**src/rtl/rd_ptr_empty_tx.sv**
```systemverilog
// Read-domain control for the tx asynchronous FIFO.
// Owns the binary/Gray read pointer, synchronises the Gray write pointer into
// the read clock, and produces registered empty, almost-empty and fill count.
// Optional build macro: SYNC_3FF_EN selects a 3-flop write-pointer
// synchroniser (4-edge flag latency) instead of the default 2 flops (3 edges).
//
// Handshake: a read is accepted on a rising edge when i_rd_en=1 and
// o_empty=0; a read request while o_empty=1 is ignored with no side effects.
module rd_ptr_empty_tx #(
    parameter int PTR_W     = 12,
    parameter int AE_THRESH = 4
) (
    input  logic             i_rd_clk,
    input  logic             i_rd_rstn,
    input  logic             i_rd_en,
    input  logic [PTR_W:0]   i_wr_ptr_gray,
    output logic [PTR_W-1:0] o_rd_addr,
    output logic [PTR_W:0]   o_rd_ptr_gray,
    output logic             o_empty,
    output logic             o_almost_empty,
    output logic [PTR_W:0]   o_rd_count
);

`ifdef SYNC_3FF_EN
    localparam int SYNC_STAGES = 3;
`else
    localparam int SYNC_STAGES = 2;
`endif

    localparam logic [PTR_W:0] AE_LIMIT = (PTR_W+1)'(AE_THRESH);

    logic [PTR_W:0] wr_sync_q [SYNC_STAGES];
    logic [PTR_W:0] wr_sync;
    logic [PTR_W:0] wr_bin_sync;

    logic [PTR_W:0] rd_bin_q,  rd_bin_d;
    logic [PTR_W:0] rd_gray_q, rd_gray_d;
    logic [PTR_W:0] count_q,   count_d;
    logic           empty_q,   empty_d;
    logic           ae_q,      ae_d;
    logic           rd_go;

    // Multi-flop synchroniser for the Gray write pointer crossing into i_rd_clk.
    always_ff @(posedge i_rd_clk or negedge i_rd_rstn) begin
        if (!i_rd_rstn) begin
            for (int i = 0; i < SYNC_STAGES; i++) begin
                wr_sync_q[i] <= '0;
            end
        end else begin
            wr_sync_q[0] <= i_wr_ptr_gray;
            for (int i = 1; i < SYNC_STAGES; i++) begin
                wr_sync_q[i] <= wr_sync_q[i-1];
            end
        end
    end

    assign wr_sync = wr_sync_q[SYNC_STAGES-1];

    // Next read pointer, Gray decode of the synchronised write pointer, and
    // flags computed from the next pointer so empty is exact right after the
    // last read.
    always_comb begin
        rd_go     = i_rd_en & ~empty_q;
        rd_bin_d  = rd_bin_q + {{PTR_W{1'b0}}, rd_go};
        rd_gray_d = rd_bin_d ^ (rd_bin_d >> 1);
        wr_bin_sync = '0;
        for (int i = 0; i <= PTR_W; i++) begin
            wr_bin_sync[i] = ^(wr_sync >> i);
        end
        count_d = wr_bin_sync - rd_bin_d;
        empty_d = (rd_gray_d == wr_sync);
        ae_d    = (count_d <= AE_LIMIT);
    end

    // Pointer and flag registers; the Gray pointer leaves the block from a flop.
    always_ff @(posedge i_rd_clk or negedge i_rd_rstn) begin
        if (!i_rd_rstn) begin
            rd_bin_q  <= '0;
            rd_gray_q <= '0;
            count_q   <= '0;
            empty_q   <= 1'b1;
            ae_q      <= 1'b1;
        end else begin
            rd_bin_q  <= rd_bin_d;
            rd_gray_q <= rd_gray_d;
            count_q   <= count_d;
            empty_q   <= empty_d;
            ae_q      <= ae_d;
        end
    end

    assign o_rd_addr      = rd_bin_q[PTR_W-1:0];
    assign o_rd_ptr_gray  = rd_gray_q;
    assign o_empty        = empty_q;
    assign o_almost_empty = ae_q;
    assign o_rd_count     = count_q;

endmodule

```
**config.mk**
```make
export PLATFORM = sky130hd
export DESIGN_NAME = rd_ptr_empty_tx
export DESIGN_NICKNAME = d
export VERILOG_FILES = /design/src/rtl/rd_ptr_empty_tx.sv
export SDC_FILE = /design/constraint.sdc
export NUM_CORES = 1
export LEC_CHECK = 0
export ABC_CLOCK_PERIOD_IN_PS = 5240
export BUFFER_PORTS_ARGS = -buffer_cell sky130_fd_sc_hd__clkbuf_2
export CAP_MARGIN = 20
export CORE_MARGIN = 2
export CORE_UTILIZATION = 58
export CTS_BUF_LIST = sky130_fd_sc_hd__clkbuf_8
export CTS_CLUSTER_SIZE = 30
export DETAILED_ROUTE_END_ITERATION = 10
export GPL_TIMING_DRIVEN = 0
export PLACE_DENSITY = 0.84
export SYNTH_ARGS = -nofsm -noshare
export SYNTH_HDL_FRONTEND = slang
export SYNTH_SLANG_ARGS = --single-unit
export TNS_END_PERCENT = 1
```
**constraint.sdc**
```tcl
create_clock -name i_rd_clk -period 5.24 [get_ports i_rd_clk]
set_input_delay 0.524 -clock i_rd_clk [delete_from_list [all_inputs] [get_ports i_rd_clk]]
set_output_delay 0.524 -clock i_rd_clk [all_outputs]
set_load 0.01 [all_outputs]
```
==> flow_metrics.tcl <==
set metrics [dict create \
    outcome "complete, no violations" \
    pre_cts_ws_ns 0.529 \
    cts_tree "yes" \
    reg2reg_from "wr_sync[11]" \
    final_util_pct 71.6 \
    syn-num-nets 284 \
    dpl-instance-area_mm2 0.00348 \
    postRouteAntennaNets 0 \
    area_growth_from_synthesis_to_final_layout_pct 18.3 \
    ctsRootBufferMaster "sky130_fd_sc_hd__clkbuf_8" \
    number_of_cts_inserted_buffers 9 \
    cts.clk_slew.worst_paths_ns 0.07 \
    setup.worst_path.end_class "flop" \
    total_via_count_in_the_routed_design 2045 \
    reg_to_reg_endpoint "o_almost_empty" \
    area_fraction_of_the_dominant_cell_type_after_synthesis_pct 51.5 \
    fin_area_mm2 0.00368 \
    start_util_pct 60.5 \
    depth_of_the_cts_h_tree 3 \
    placementRows 26 \
    track_usage_pct 19.6 \
    timing.reg2reg.setup_slack_ns 0.54 \
    die_area_mm2 0.00597 \
    synth_enable_flop_cells 0 \
    yosysMostFrequentCell "sky130_fd_sc_hd__dfrtp_1" \
    gp_congestion 0.879 \
    clock_latency_reported_for_the_late_side_of_the_worst_skew_pair_ns 0.33 \
    number_of_global_route_vias_before_repair 1966 \
    synth_top_cell_by_area "sky130_fd_sc_hd__dfrtp_1" \
    leakagePower_nw 1.74 \
    r2r.worst_path.cells 16 \
    hold_buffers 0 \
    die-height_um 77.2 \
    dieWidth_um 77.2 \
    post_synth_instance_area_mm2 0.00311 \
    synth_commonest_cells "64 x sky130_fd_sc_hd__dfrtp_1, 42 x sky130_fd_sc_hd__xnor2_1, 21 x sky130_fd_sc_hd__inv_1" \
    cp-startpoint "wr_sync[11]" \
    ys.flop_type "sky130_fd_sc_hd__dfrtp_1" \
    synthDistinctLibCells 47 \
    cp_data_arrival_time_ns 4.95 \
    synth_top_cells_by_area "sky130_fd_sc_hd__dfrtp_1 51%, sky130_fd_sc_hd__xnor2_1 12%, sky130_fd_sc_hd__xor2_1 5.3%, sky130_fd_sc_hd__ha_1 4.0%, sky130_fd_sc_hd__inv_1 2.5%" \
    crit_path_max_fanout 8 \
    worst_slew_pin_slew_ns 0.879 \
    worst_setup_margin_ns 0.536 \
    yosys_reg_bits 66 \
    finalClockSkew_ns 0.00683 \
    final.setup.tns_ns 0 \
    cts.sinks 66 \
    logic_pwr_share_pct 47.9 \
    detail_route.vias_per_cell 5.14 \
    grt_pass1_wl_um 8910 \
    n_antenna_cell 0 \
    starting_drt_drc_count 117 \
    holdCritPathClass "in2reg" \
    drc_errors 0 \
    p_clk_share_pct 19.6 \
    share_seq_of_total_power_pct 32.5 \
    core_mm2 0.00514 \
    layout_cells_sized_above_1_pct 25.9 \
    buffers_inserted_during_post_cts_setup_optimization 0 \
    ys_async_sr_fraction_pct 100 \
    cts_buffer_depth 2 \
    rsz0062_at_grt "no" \
    io_buffers 55 \
    synth.yosys.seq_area_share_pct 53.2 \
    relSlewSlack_pct 41.3 \
    setup_viol_count_final 0 \
    slew_violations 0 \
    peakVddDrop_v 0.000300 \
    totalWireLength_um 5350 \
    timing.critical_path.to "o_almost_empty" \
    global_route.overflow_total 0 \
    final.min_clock_period_ns 4.70 \
    io_pins 56 \
    routedWlPerCell_um 13.4 \
    number_of_antenna_violations_at_the_first_check_in_global_routing 0 \
    grt_max_degree 67 \
    syn-mean-instance-area_um2 12.1 \
    intPower_mw 1.31 \
    post-route-period-util_pct 89.8 \
    power.net_switching_uw 831 \
    power.density_cell_area_mw_per_mm2 582 \
    ys.warnings.count 0 \
    critPathLaunchType "flop" \
    firstDrtPassIters 4 \
    report.power.total_mw 2.14 \
    max_cap_viol_count 0 \
    hpwlAfterDp_um 3900 \
    netSwitchingFraction_pct 38.8 \
    cts_resized 0 \
    max_freq_mhz 213 \
    hold_violations 0 \
    final_nets 350 \
    worstPathRequired_ns 5.48 \
    crit_type "reg2reg" \
    syn_inst 257 \
]
worst max-delay path, cell delays in order (launching register included):
cell                        delay [ns]
sky130_fd_sc_hd__dfrtp_1          0.39
sky130_fd_sc_hd__xor3_2           0.52
sky130_fd_sc_hd__xnor3_2          0.50
sky130_fd_sc_hd__xnor2_4          0.32
sky130_fd_sc_hd__xnor2_1          0.22
sky130_fd_sc_hd__xor2_1           0.29
sky130_fd_sc_hd__xnor2_1          0.11
sky130_fd_sc_hd__ha_1             0.23
sky130_fd_sc_hd__fa_1             0.40
sky130_fd_sc_hd__inv_1            0.07
sky130_fd_sc_hd__a21oi_1          0.07
sky130_fd_sc_hd__maj3_2           0.36
sky130_fd_sc_hd__o21ai_2          0.24
sky130_fd_sc_hd__xnor2_1          0.14
sky130_fd_sc_hd__nor4b_1          0.39
sky130_fd_sc_hd__o2111ai_1        0.20
sky130_fd_sc_hd__nor4_2           0.17
power by group through the flow:
| stage | clock [mW] | combinational [mW] | sequential (mW) |
|---|---|---|---|
| floorplan | 0 | 0.712 | 0.748 |
| global placement | 0 | 1.00 | 0.700 |
| detailed placement | 0 | 1.02 | 0.703 |
| CTS | 0.432 | 1.03 | 0.695 |
| global route | 0.457 | 1.13 | 0.709 |
| finish | 0.421 | 1.03 | 0.696 |
worst min path at each step:
stage / start / end / slack [ns] / cells past startpoint
CTS: i_wr_ptr_gray[0] / wr_sync_q[13] / 0.27 / 1
global route: i_wr_ptr_gray[0] / wr_sync_q[13] / 0.28 / 1
finish: i_wr_ptr_gray[0] / wr_sync_q[13] / 0.29 / 1
floorplan: i_rd_rstn / o_rd_count[0] / 0.23 / 0
global placement: wr_sync_q[17] / wr_sync[4] / 0.33 / 0
detailed placement: wr_sync_q[15] / wr_sync[2] / 0.33 / 0
stage by stage:
| stage | hold slack (ns) | cells |
|---|---|---|
| finish | 0.293 | 398 |
| global route | 0.277 | 398 |
| CTS | 0.274 | 398 |
| detailed placement | 0.335 | 382 |
| global placement | 0.331 | 382 |
| floorplan | 0.228 | 257 |
placed cells by master, fill, tap and decap left out, drive strengths merged, types with 3 or more instances in the layout:
| cell | n |
|---|---|
| xnor2 | 43 |
| maj3 | 3 |
| inv | 21 |
| clkinv | 3 |
| a2111oi | 3 |
| ha | 10 |
| nor2 | 13 |
| clkbuf | 66 |
| nand3 | 13 |
| xor2 | 20 |
| a21oi | 8 |
| nand2 | 8 |
| nor3 | 5 |
| o21ai | 7 |
| a31oi | 3 |
| dfrtp | 64 |
kinds of logic after synthesis:
group	Yosys count	share of synthesized area, %
adder cells (fa/ha/maj)	14	5.67
buffers and inverters	21	2.53
AO/OA/AOI/OAI	35	8.08
AND/OR/NAND/NOR	54	8.93
flip-flops	66	53.2
XOR/XNOR	67	21.6
layer usage:
metal  vias to the layer above  part of all wire [%]  GRT usage [%]
met5                         -                     0              0
met1                       964                    47           26.9
li1                       1001                     -              -
met3                        15                   5.3           4.94
met2                        65                    45           27.8
met4                         0                   2.5           12.3
registers in the layout, summed over array words and instances, names as in the netlist:
name and cells:
o_rd_ptr_gray 12, o_almost_empty 1, rd_bin_q 13, wr_sync_q 13, o_rd_count 13, o_empty 1, wr_sync 13
cell type report:
cell class                 instances  area [um2]
tap                               70        87.6
fill                             370        1460
clock inverter                     5        52.6
clock buffer                      11         151
timing repair buffer              55         278
inverter                          21        78.8
sequential                        66        1650
multi-input combinational        170        1380
No activity file was read; power rests on OpenSTA's default activity.
